File: src/rtl/pll_reset_pkg.sv
// pll_reset_pkg: shared state encoding, widths and helpers for the PLL reset sequencer
package pll_reset_pkg;
   typedef enum logic [1:0] {HOLD, WAIT_LOCK, STABILIZE, RUN} state_e;
   localparam int LOSS_W = 8;
   function automatic int max2(input int a, input int b);
      return (a > b) ? a : b;
   endfunction
endpackage

File: src/rtl/sync_bit.sv
// sync_bit: multi-flop synchroniser for an asynchronous level, flops reset to 0
module sync_bit #(
   parameter int STAGES = 2
) (
   input  logic clock,
   input  logic reset_n,
   input  logic d_i,
   output logic q_o
);
   logic [STAGES-1:0] sync_q;
   always_ff @(posedge clock or negedge reset_n)
      if (!reset_n) sync_q <= '0;
      else sync_q <= {sync_q[STAGES-2:0], d_i};
   assign q_o = sync_q[STAGES-1];
endmodule

File: src/rtl/pll_reset_seq.sv
// pll_reset_seq: holds system reset until the PLL lock has been stable long enough, tracks lock losses
module pll_reset_seq
   import pll_reset_pkg::*;
#(
   parameter int SYNC_STAGES   = 2,
   parameter int HOLD_CYCLES   = 16,
   parameter int STABLE_CYCLES = 1024
) (
   input  logic              clock,
   input  logic              reset_n,
   input  logic              locked_i,
   input  logic              clear_i,
   output logic              sys_reset_o,
   output logic              ready_o,
   output logic              lost_o,
   output logic [LOSS_W-1:0] loss_count_o
);
   localparam int CNT_W = $clog2(max2(HOLD_CYCLES, STABLE_CYCLES)) + 1;
   localparam logic [CNT_W-1:0] HOLD_LAST   = CNT_W'(HOLD_CYCLES - 1);
   localparam logic [CNT_W-1:0] STABLE_LAST = CNT_W'(STABLE_CYCLES - 1);
   logic              locked_s;
   state_e            state_q, state_d;
   logic [CNT_W-1:0]  cnt_q, cnt_d;
   logic [LOSS_W-1:0] loss_q, loss_d;
   logic              sys_reset_q, ready_q, lost_q, lost_d;
   sync_bit #(.STAGES(SYNC_STAGES)) u_sync (
      .clock   (clock),
      .reset_n (reset_n),
      .d_i     (locked_i),
      .q_o     (locked_s)
   );
   always_comb begin
      state_d = state_q;
      case (state_q)
         HOLD:      state_d = (cnt_q == HOLD_LAST) ? WAIT_LOCK : HOLD;
         WAIT_LOCK: state_d = locked_s ? STABILIZE : WAIT_LOCK;
         STABILIZE: state_d = !locked_s ? WAIT_LOCK : (cnt_q == STABLE_LAST) ? RUN : STABILIZE;
         RUN:       state_d = locked_s ? RUN : HOLD;
      endcase
      // the counter only runs in the two timed states and restarts on every transition
      cnt_d  = (state_d != state_q || state_q == WAIT_LOCK || state_q == RUN) ? '0 : cnt_q + CNT_W'(1);
      lost_d = (state_q == RUN) && !locked_s;
      loss_d = clear_i ? '0 : (lost_d && loss_q != '1) ? loss_q + LOSS_W'(1) : loss_q;
   end
   always_ff @(posedge clock or negedge reset_n)
      if (!reset_n) begin
         state_q     <= HOLD;
         cnt_q       <= '0;
         loss_q      <= '0;
         sys_reset_q <= 1'b1;
         ready_q     <= 1'b0;
         lost_q      <= 1'b0;
      end else begin
         state_q     <= state_d;
         cnt_q       <= cnt_d;
         loss_q      <= loss_d;
         sys_reset_q <= (state_d != RUN);
         ready_q     <= (state_d == RUN);
         lost_q      <= lost_d;
      end
   assign sys_reset_o  = sys_reset_q;
   assign ready_o      = ready_q;
   assign lost_o       = lost_q;
   assign loss_count_o = loss_q;
endmodule
File: config.mk
export PLATFORM = sky130hd
export DESIGN_NAME = pll_reset_seq
export DESIGN_NICKNAME = d
export VERILOG_FILES = /design/src/rtl/pll_reset_pkg.sv /design/src/rtl/sync_bit.sv /design/src/rtl/pll_reset_seq.sv
export SDC_FILE = /design/constraint.sdc
export NUM_CORES = 1
export LEC_CHECK = 0
export ABC_AREA = 0
export BUFFER_PORTS_ARGS = -buffer_cell sky130_fd_sc_hd__buf_4
export CAP_MARGIN = 20
export CORE_AREA = 3 3 51 53
export DETAILED_ROUTE_END_ITERATION = 12
export DIE_AREA = 0 0 54 56
export PLACE_DENSITY_LB_ADDON = 0.05
export SYNTH_ARGS = -nofsm -noshare
export SYNTH_HDL_FRONTEND = slang
export SYNTH_SLANG_ARGS = --single-unit
export TNS_END_PERCENT = 50
File: constraint.sdc
create_clock -name clock -period 2.21 [get_ports clock]
set_input_delay 0.442 -clock clock [delete_from_list [all_inputs] [get_ports clock]]
set_output_delay 0.442 -clock clock [all_outputs]
set_load 0.005 [all_outputs]
==> impl_metrics.tcl, run 1 <==
set metrics [dict create \
    ys_warn_count 0 \
    cts_tree "done" \
    core_area_mm2 0.00219 \
    via_per_inst 5.56 \
    use_met3_pct 2.41 \
    grt_pass1_wl_um 3480 \
    finalCriticalPeriod_ns 1.69 \
    grt_pass1_vias 808 \
    chipWidth_um 54 \
    worst_ep_required_time_ns 2.41 \
    synthTopCellsByArea "dfrtp_1, nor2_1, xnor2_1, xor2_1, nand3_1" \
    hold_viol 0 \
    cts_made_buffers 3 \
    drcViolationCount 0 \
    skew_ns 0.00338 \
    fillers 187 \
    irDropWorstVdd_uv 453 \
    cts.sink_count 26 \
    num_vias 857 \
    track_usage_pct 15.4 \
    h-tree-depth 1 \
    syn_area_per_cell_um2 10.9 \
    yosys.area_share.adder_pct 2.09 \
    synthSimpleGateAreaFrac_pct 24.5 \
    p_int_mw 0.698 \
    clk-insertion-delay-late_ns 0.31 \
    reg2reg_from "cnt_q[0]" \
    synth_top_family_by_area "simple AND/OR/NAND/NOR gates" \
    endpoint_kind "flip-flop" \
    ctsHoldBuffers 0 \
    synth_compound_area_share_pct 7.96 \
    powerDensity_mw_per_mm2 713 \
    met2_usage_pct 25.8 \
    synth_enable_flop_cells 0 \
    ctsResizeCount 0 \
    drv_cap 0 \
    cts_root_buffer "clkbuf_4" \
    yosys-top-cells-count "dfrtp_1, nor2_1, nand2_1, xnor2_1, nand3_1" \
    drt-initial-drc-count 17 \
    async_flop_share_pct 100 \
    multi_input_area_um2 528 \
    leakagePower_nw 0.601 \
    final_max_slew_viol_count 0 \
    ys.flop_type "dfrtp_1" \
    placed_area_mm2 0.00132 \
    drive_above_1_share_pct 19.0 \
    place.gp.congestion 0.715 \
    initial_core_util_pct 54.5 \
    wl_per_cell_um 13.7 \
    ios 15 \
    dpl.hpwl_um 1490 \
    swShare_pct 27.8 \
    p_seq_share_pct 59.5 \
    hp-class "in2async" \
    grt.overflow.total 0 \
    post-cts-setup-buffer-count 0 \
    yosysTopAreaCell "dfrtp_1" \
    startpoint_type "flip-flop" \
    cp_max_fo 12 \
    dieArea_mm2 0.00302 \
    rsz0062_at_grt "no" \
    setup_tns_ns 0 \
    holdWs_ns 0.00856 \
    synthToLayoutAreaGrowth_pct 13.5 \
    p_comb_share_pct 16.8 \
    dr.pass1.iters 4 \
    finish.net_count 133 \
    switchingPower_mw 0.269 \
    yosysUniqueCellTypes 36 \
    synth_nets 116 \
    pwr-share-clk_pct 23.7 \
    synth-seq-cells 26 \
    ys_seq_area_share_pct 54.6 \
    fmax_mhz 592 \
    antenna_left 0 \
    seqCellArea_um2 652 \
    grt_max_degree 27 \
    design_area_mm2 0.00136 \
    synth_xor_area_share_pct 8.80 \
    synth_most_common_cell "dfrtp_1" \
    grt_util_met1_pct 19.4 \
    worst_ep_arrival_time_ns 1.89 \
    critPathKind "reg2reg" \
    postSynthCellCount 110 \
    maxSlewHeadroom_pct 73.9 \
    worstMarginPinSlew_ns 0.387 \
    antenna_found_initial 0 \
    clock_path_buffers 2 \
    clk_pin_slew_worst_paths_ns 0.13 \
    setup.worst_path.start "cnt_q[0]" \
    num_antenna_cells 0 \
    final_util_pct 61.9 \
    rows 17 \
    gr-max-usage-layer "met2" \
    wirelength_um 2110 \
    period_share_pct 76.4 \
    port_buffers 14 \
    synth.top_cell.area_share_pct 52.4 \
    setup_viol 0 \
    status "finished, final reports clean" \
    die_h_um 56 \
    synth_area_mm2 0.00119 \
    synthMuxAreaShare_pct 0.838 \
]
worst max-delay path: stages, from the launching register on:
cell	delay, ns
dfrtp_1	0.43
ha_1	0.24
and3_1	0.24
a311o_1	0.32
o31a_2	0.19
a21boi_1	0.16
path summary, 6_finish.rpt:
path                                          to  slack (ns)  cells past startpoint
worst max-delay path                  state_q[0]        0.52                      5
worst min-delay path                    cnt_q[5]       0.009                      1
worst max register to register        state_q[0]        0.52                      5
worst min register to register  u_sync.sync_q[1]        0.36                      0
max in group asynchronous            sys_reset_o        1.90                      1
min in group clock              u_sync.sync_q[0]        0.23                      1
final cells by class:
cell class | instances | area share (%)
sequential | 26 | 48.1
tap | 28 | 2.58
multi-input combinational | 82 | 38.9
timing repair buffer | 14 | 7.75
clock buffer | 4 | 2.68
cell usage in the layout, fill, tap and decap left out, drive strengths merged, types with 2 or more instances in the layout:
cell type and n:
a211oi 2, a21oi 5, and3 3, buf 14
clkbuf 4, dfrtp 25, ha 2, nand2 8
nand3 6, nand4 2, nor2 18, nor3 5
nor4 3, xnor2 7, xor2 5
power groups by stage:
stage | Sequential, mW | Clock, mW | Combinational (mW)
2_1_floorplan | 0.573 | 0 | 0.133
3_3_place_gp | 0.581 | 0 | 0.160
3_5_place_dp | 0.584 | 0 | 0.165
4_1_cts | 0.574 | 0.242 | 0.166
5_1_grt | 0.583 | 0.254 | 0.186
6_report | 0.576 | 0.229 | 0.162
metrics by stage:
| stage | power [mW] | setup WS [ns] | instances |
|---|---|---|---|
| 6_report | 0.967 | 0.521 | 154 |
| 5_1_grt | 1.02 | 0.418 | 154 |
| 4_1_cts | 0.982 | 0.506 | 154 |
| 3_5_place_dp | 0.749 | 0.525 | 150 |
| 3_3_place_gp | 0.741 | 0.572 | 150 |
| 2_1_floorplan | 0.705 | 0.655 | 110 |
layer usage:
| layer | routed length (um) | part of all wire [%] | vias up |
|---|---|---|---|
| li1 | - | - | 422 |
| met1 | 980 | 47 | 415 |
| met2 | 1050 | 50 | 18 |
| met3 | 63 | 3.0 | 2 |
| met4 | 12 | 0.57 | 0 |
| met5 | 0 | 0 | - |
cells by family after synthesis:
logic type      count (synthesis)
buf+inv                         2
xor+xnor                       12
simple gates                   53
flops                          26
fa+ha+maj                       2
mux                             1
compound gates                 14
state kept, by name, indices dropped and copies added (netlist names):
register,cells
cnt_q,11
loss_count_o,8
state_q,2
ready_o,1
lost_o,1
u_sync.sync_q,2
sys_reset_o,1
No activity file was read; power rests on OpenSTA's default activity.
==> run 2, diff against run 1 <==
==> constraint.sdc (replaced) <==
create_clock -name clock -period 1.6 [get_ports clock]
set_input_delay 0.32 -clock clock [delete_from_list [all_inputs] [get_ports clock]]
set_output_delay 0.32 -clock clock [all_outputs]
set_load 0.005 [all_outputs]
==> run 2 against run 1 <==
Routed wire length up 8.0%. Via count grew 2.1%. Largest power group unchanged. Total power increased by 45%.
==> impl_metrics.tcl, run 2 (synthesis gave the netlist of run 1 again) <==
set metrics [dict create \
    status "finished, final reports clean" \
    worstHoldStart "locked_i" \
    wirelength_um 2270 \
    drive_above_1_share_pct 24.8 \
    final_util_pct 65.5 \
    startpoint_type "flip-flop" \
    hold_viol 0 \
    reg2regPathDepth 5 \
    endpoint_kind "flip-flop" \
    fmax_mhz 647 \
    finish.net_count 140 \
    wl_per_cell_um 14.1 \
    critPathMaxStageDelay_ns 0.44 \
    clk_pin_slew_worst_paths_ns 0.14 \
    grt_pass1_vias 891 \
    p_comb_share_pct 19.6 \
    maxSlewHeadroom_pct 75.5 \
    cts_root_buffer "clkbuf_4" \
    antenna_left 0 \
    largest-register "cnt_q" \
    grt.overflow.total 0 \
    holdPathStages 1 \
    critPathKind "reg2reg" \
    num_antenna_cells 0 \
    worst_ep_arrival_time_ns 1.76 \
    cp_cell_sequence "ha_4 -> and3_1 -> a311o_1 -> o31a_4 -> a21boi_1" \
    swShare_pct 28.7 \
    rows 17 \
    p_seq_share_pct 57.3 \
    initial_core_util_pct 54.5 \
    drt-initial-drc-count 7 \
    fillers 173 \
    via_per_inst 5.43 \
    crit_cells 5 \
    leakagePower_nw 0.645 \
    cts_made_buffers 3 \
    pwr-share-clk_pct 23.1 \
    multi_input_area_um2 551 \
    powerDensity_mw_per_mm2 978 \
    core_area_mm2 0.00219 \
    cts_tree "done" \
    worstMarginPinSlew_ns 0.364 \
    cts.sink_count 26 \
    reg2reg_from "cnt_q[1]" \
    h-tree-depth 1 \
    synthToLayoutAreaGrowth_pct 20.1 \
    worst_ep_required_time_ns 1.81 \
    hp-class "in2reg" \
    setup.worst_path.start "cnt_q[1]" \
    place.gp.congestion 0.725 \
    switchingPower_mw 0.403 \
    antenna_found_initial 0 \
    dr.pass1.iters 4 \
    path_buf_inv 0 \
    num_vias 875 \
    dieArea_mm2 0.00302 \
    finalCriticalPeriod_ns 1.55 \
    rsz0062_at_grt "yes" \
    track_usage_pct 17.5 \
    critPathTopFamily "compound AO/OA/AOI/OAI gates" \
    final_max_slew_viol_count 0 \
    final_common_cell "dfrtp_1" \
    grt_pass1_wl_um 3910 \
    dpl.hpwl_um 1610 \
    chipWidth_um 54 \
    grt_max_degree 27 \
    skew_ns 0.00871 \
    setup_viol 0 \
    p_int_mw 1.00 \
    cp_max_fo 12 \
    setup_tns_ns 0 \
    irDropWorstVdd_uv 650 \
    seqCellArea_um2 653 \
    final_cell_mix "dfrtp_1, buf_4, nor2_1" \
    drv_cap 0 \
    port_buffers 14 \
    clock_path_buffers 2 \
    slowest_stage "dfrtp_1" \
    clk-insertion-delay-late_ns 0.31 \
    period_share_pct 96.6 \
    die_h_um 56 \
    drcViolationCount 0 \
    largest_reg_flops 11 \
    ios 15 \
]
[run 2: cell count changes in the layout (fill, tap and decap cells not counted), sizes merged]
| cell | previous run | this run |
|---|---|---|
| buf | 14 | 20 |
| dlygate4sd3 | 0 | 1 |
[run 2: area by class of cell]
class	count	share of cell area, %
Clock buffer	4	2.53
Multi-Input combinational cell	82	38.4
Sequential cell	26	45.5
Tap cell	28	2.44
Timing Repair Buffer	21	11.2
[run 2: timing repair]
item                                    4_1_cts  5_1_grt
hold endpoints to repair                     25        0
cloned                                        0        0
endpoints found under the setup margin        1        6
gates resized for setup                       1        4
setup buffers                                 0        0
hold buffers                                  1        0
[run 2: power groups by stage]
stage	sequential [mW]	clock [mW]	combinational, mW
finish	0.803	0.325	0.275
global route	0.816	0.363	0.318
CTS	0.791	0.335	0.267
detailed placement	0.801	0	0.247
global placement	0.800	0	0.243
floorplan	0.791	0	0.183
[run 2: per-stage QoR]
step	worst slack (ns)	instance area [um^2]	power, mW	cells	hold WS [ns]
2_1_floorplan	0.0448	1190	0.974	110	0.0244
3_5_place_dp	0.0127	1370	1.05	156	0.246
4_1_cts	0.0166	1420	1.39	161	0.0919
3_3_place_gp	0.0340	1370	1.04	156	0.243
5_1_grt	-0.0254	1440	1.50	161	0.0797
6_report	0.0537	1440	1.40	161	0.0975
[run 2: path summary, 6_finish.rpt]
check | end | slack (ns)
setup / recovery | state_q[0] | 0.05
hold / removal | u_sync.sync_q[0] | 0.1
setup reg to reg | state_q[0] | 0.05
hold reg to reg | u_sync.sync_q[1] | 0.38
max in group asynchronous | sys_reset_o | 0.88
min in group asynchronous | cnt_q[8] | 0.43
[run 2: layer usage]
layer,part of all wire [%],vias to the layer above,track usage [%]
met5,0,-,0
met4,0.79,0,7.47
met3,3.7,2,2.41
met2,52,17,29.6
met1,44,425,21.5
li1,-,431,-
==> run 3, diff against run 2 <==
--- a/config.mk
+++ b/config.mk
@@ -8,9 +8,11 @@
 export ABC_AREA = 0
 export BUFFER_PORTS_ARGS = -buffer_cell sky130_fd_sc_hd__buf_4
 export CAP_MARGIN = 20
-export CORE_AREA = 3 3 51 53
+export CELL_PAD_IN_SITES_DETAIL_PLACEMENT = 1
+export CELL_PAD_IN_SITES_GLOBAL_PLACEMENT = 2
+export CORE_AREA = 3 3 62 64
 export DETAILED_ROUTE_END_ITERATION = 12
-export DIE_AREA = 0 0 54 56
+export DIE_AREA = 0 0 65 67
 export PLACE_DENSITY_LB_ADDON = 0.05
 export SYNTH_ARGS = -nofsm -noshare
 export SYNTH_HDL_FRONTEND = slang
==> run 3 against run 2 <==
Maximum frequency rose by 0.21%. Die area rose by 44%. Core utilization fell by 21 points. Non-clock buffer count rose by 3. Clock skew fell by 0.0030 ns. Setup slack improved by 0.0032 ns. Critical path depth did not move. Largest power group unchanged. Highest routed layer unchanged.
==> impl_metrics.tcl, run 3 (synthesis gave the netlist of run 1 again) <==
set metrics [dict create \
    status "finished, final reports clean" \
    critPathKind "reg2reg" \
    clk-insertion-delay-late_ns 0.33 \
    drv_cap 0 \
    irDropWorstVdd_uv 441 \
    final_util_pct 44.4 \
    grt.overflow.total 0 \
    maxSlewHeadroom_pct 78.0 \
    worstMarginPinSlew_ns 0.330 \
    cts.sink_count 26 \
    track_usage_pct 14.3 \
    finalCriticalPeriod_ns 1.54 \
    cp_cell_sequence "ha_2 -> and3_1 -> a311o_1 -> o31a_4 -> a21boi_1" \
    cp_max_fo 6 \
    largest-register "cnt_q" \
    reg2regPathDepth 5 \
    slowest_stage "dfrtp_1" \
    setup_viol 0 \
    clock_path_buffers 2 \
    grt_pass1_vias 972 \
    dieArea_mm2 0.00436 \
    worst_ep_arrival_time_ns 1.76 \
    chipWidth_um 65 \
    antenna_found_initial 0 \
    wirelength_um 2770 \
    place.gp.congestion 0.780 \
    finish.net_count 144 \
    endpoint_kind "flip-flop" \
    final_common_cell "dfrtp_1" \
    design_area_mm2 0.00148 \
    dpl.hpwl_um 1930 \
    hp-class "in2reg" \
    drcViolationCount 0 \
    startpoint_type "flip-flop" \
    die_h_um 67 \
    clk_pin_slew_worst_paths_ns 0.14 \
    leakagePower_nw 0.663 \
    initial_core_util_pct 35.8 \
    grt_max_degree 27 \
    rows 21 \
    setup_tns_ns 0 \
    cts_root_buffer "clkbuf_4" \
    power_mw 1.46 \
    num_antenna_cells 0 \
    drive_above_1_share_pct 27.0 \
    dpl_worst_slack_ns -0.0169 \
    largest_reg_flops 11 \
    cts_tree "done" \
    rsz0062_at_grt "no" \
    fin_ws_ns 0.0569 \
    fmax_mhz 648 \
    critPathMaxStageDelay_ns 0.41 \
    reg2reg_from "cnt_q[0]" \
    h-tree-depth 1 \
    skew_ns 0.00569 \
    hold_viol 0 \
    final_cells 183 \
    wl_per_cell_um 15.1 \
    via_per_inst 5.02 \
    powerDensity_mw_per_mm2 986 \
    synthToLayoutAreaGrowth_pct 23.9 \
    crit_end "state_q[0]" \
    setup.worst_path.start "cnt_q[0]" \
    dpl.cell_count 176 \
    cts_made_buffers 3 \
    holdWs_ns 0.0914 \
    r2r-end "state_q[0]" \
    r2r_slack_ns 0.06 \
    worst_ep_required_time_ns 1.82 \
    antenna_left 0 \
    drt-initial-drc-count 34 \
    final_cell_mix "dfrtp_1, buf_4, nor2_1" \
    dr.pass1.iters 6 \
    final_max_slew_viol_count 0 \
    grt_pass1_wl_um 4640 \
    core_area_mm2 0.00334 \
    placed_area_mm2 0.00140 \
    period_share_pct 96.4 \
    ios 15 \
    port_buffers 14 \
    num_vias 919 \
]
==> run 3: changes by cell type in the layout (fill, tap and decap cells not counted), sizes merged <==
cell | before | now
buf | 20 | 23
o31a | 1 | 2
==> run 3: worst min path at each step <==
stage	cells past startpoint	from	slack [ns]	to
final	1	locked_i	0.09	u_sync.sync_q[0]
after global routing	1	locked_i	0.06	u_sync.sync_q[0]
after CTS	1	locked_i	0.08	u_sync.sync_q[0]
after global placement	1	reset_n	0.25	loss_count_o[5]
after floorplan	0	reset_n	0.02	cnt_q[0]
after detailed placement	1	reset_n	0.25	loss_count_o[5]
==> run 3: where the power goes <==
part	switching, mW	internal [mW]	total (mW)
registers	0.0687	0.722	0.791
clock network	0.200	0.139	0.339
logic	0.169	0.160	0.330
==> run 3: layout make-up <==
| class | count | area (um^2) |
|---|---|---|
| Fill cell | 369 | 1860 |
| Clock buffer | 4 | 36.3 |
| Tap cell | 46 | 57.6 |
| Timing Repair Buffer | 24 | 183 |
| Sequential cell | 26 | 653 |
| Multi-Input combinational cell | 83 | 551 |
==> run 3: routing by layer <==
layer	track usage (%)	vias up	share of wire (%)
met3	2.87	4	2.6
met1	19.0	450	52
met5	0	-	0
met2	22.0	15	44
li1	-	450	-
met4	7.12	0	1.7
==> run 3: critical path, delay by kind of cell, from the launching register on <==
kind | cells | cell delay [ns]
fa+ha+maj | 1 | 0.21
compound gates | 3 | 0.61
simple gates | 1 | 0.21
flops | 1 | 0.41
==> run 3: timing repair <==
action | 4_1_cts | 5_1_grt
setup endpoints to repair | 1 | 4
setup buffers | 1 | 0
hold endpoints to repair | 25 | 0
gates resized for setup | 2 | 3
pin swaps | 0 | 1
hold buffers | 1 | 0
cloned | 0 | 1
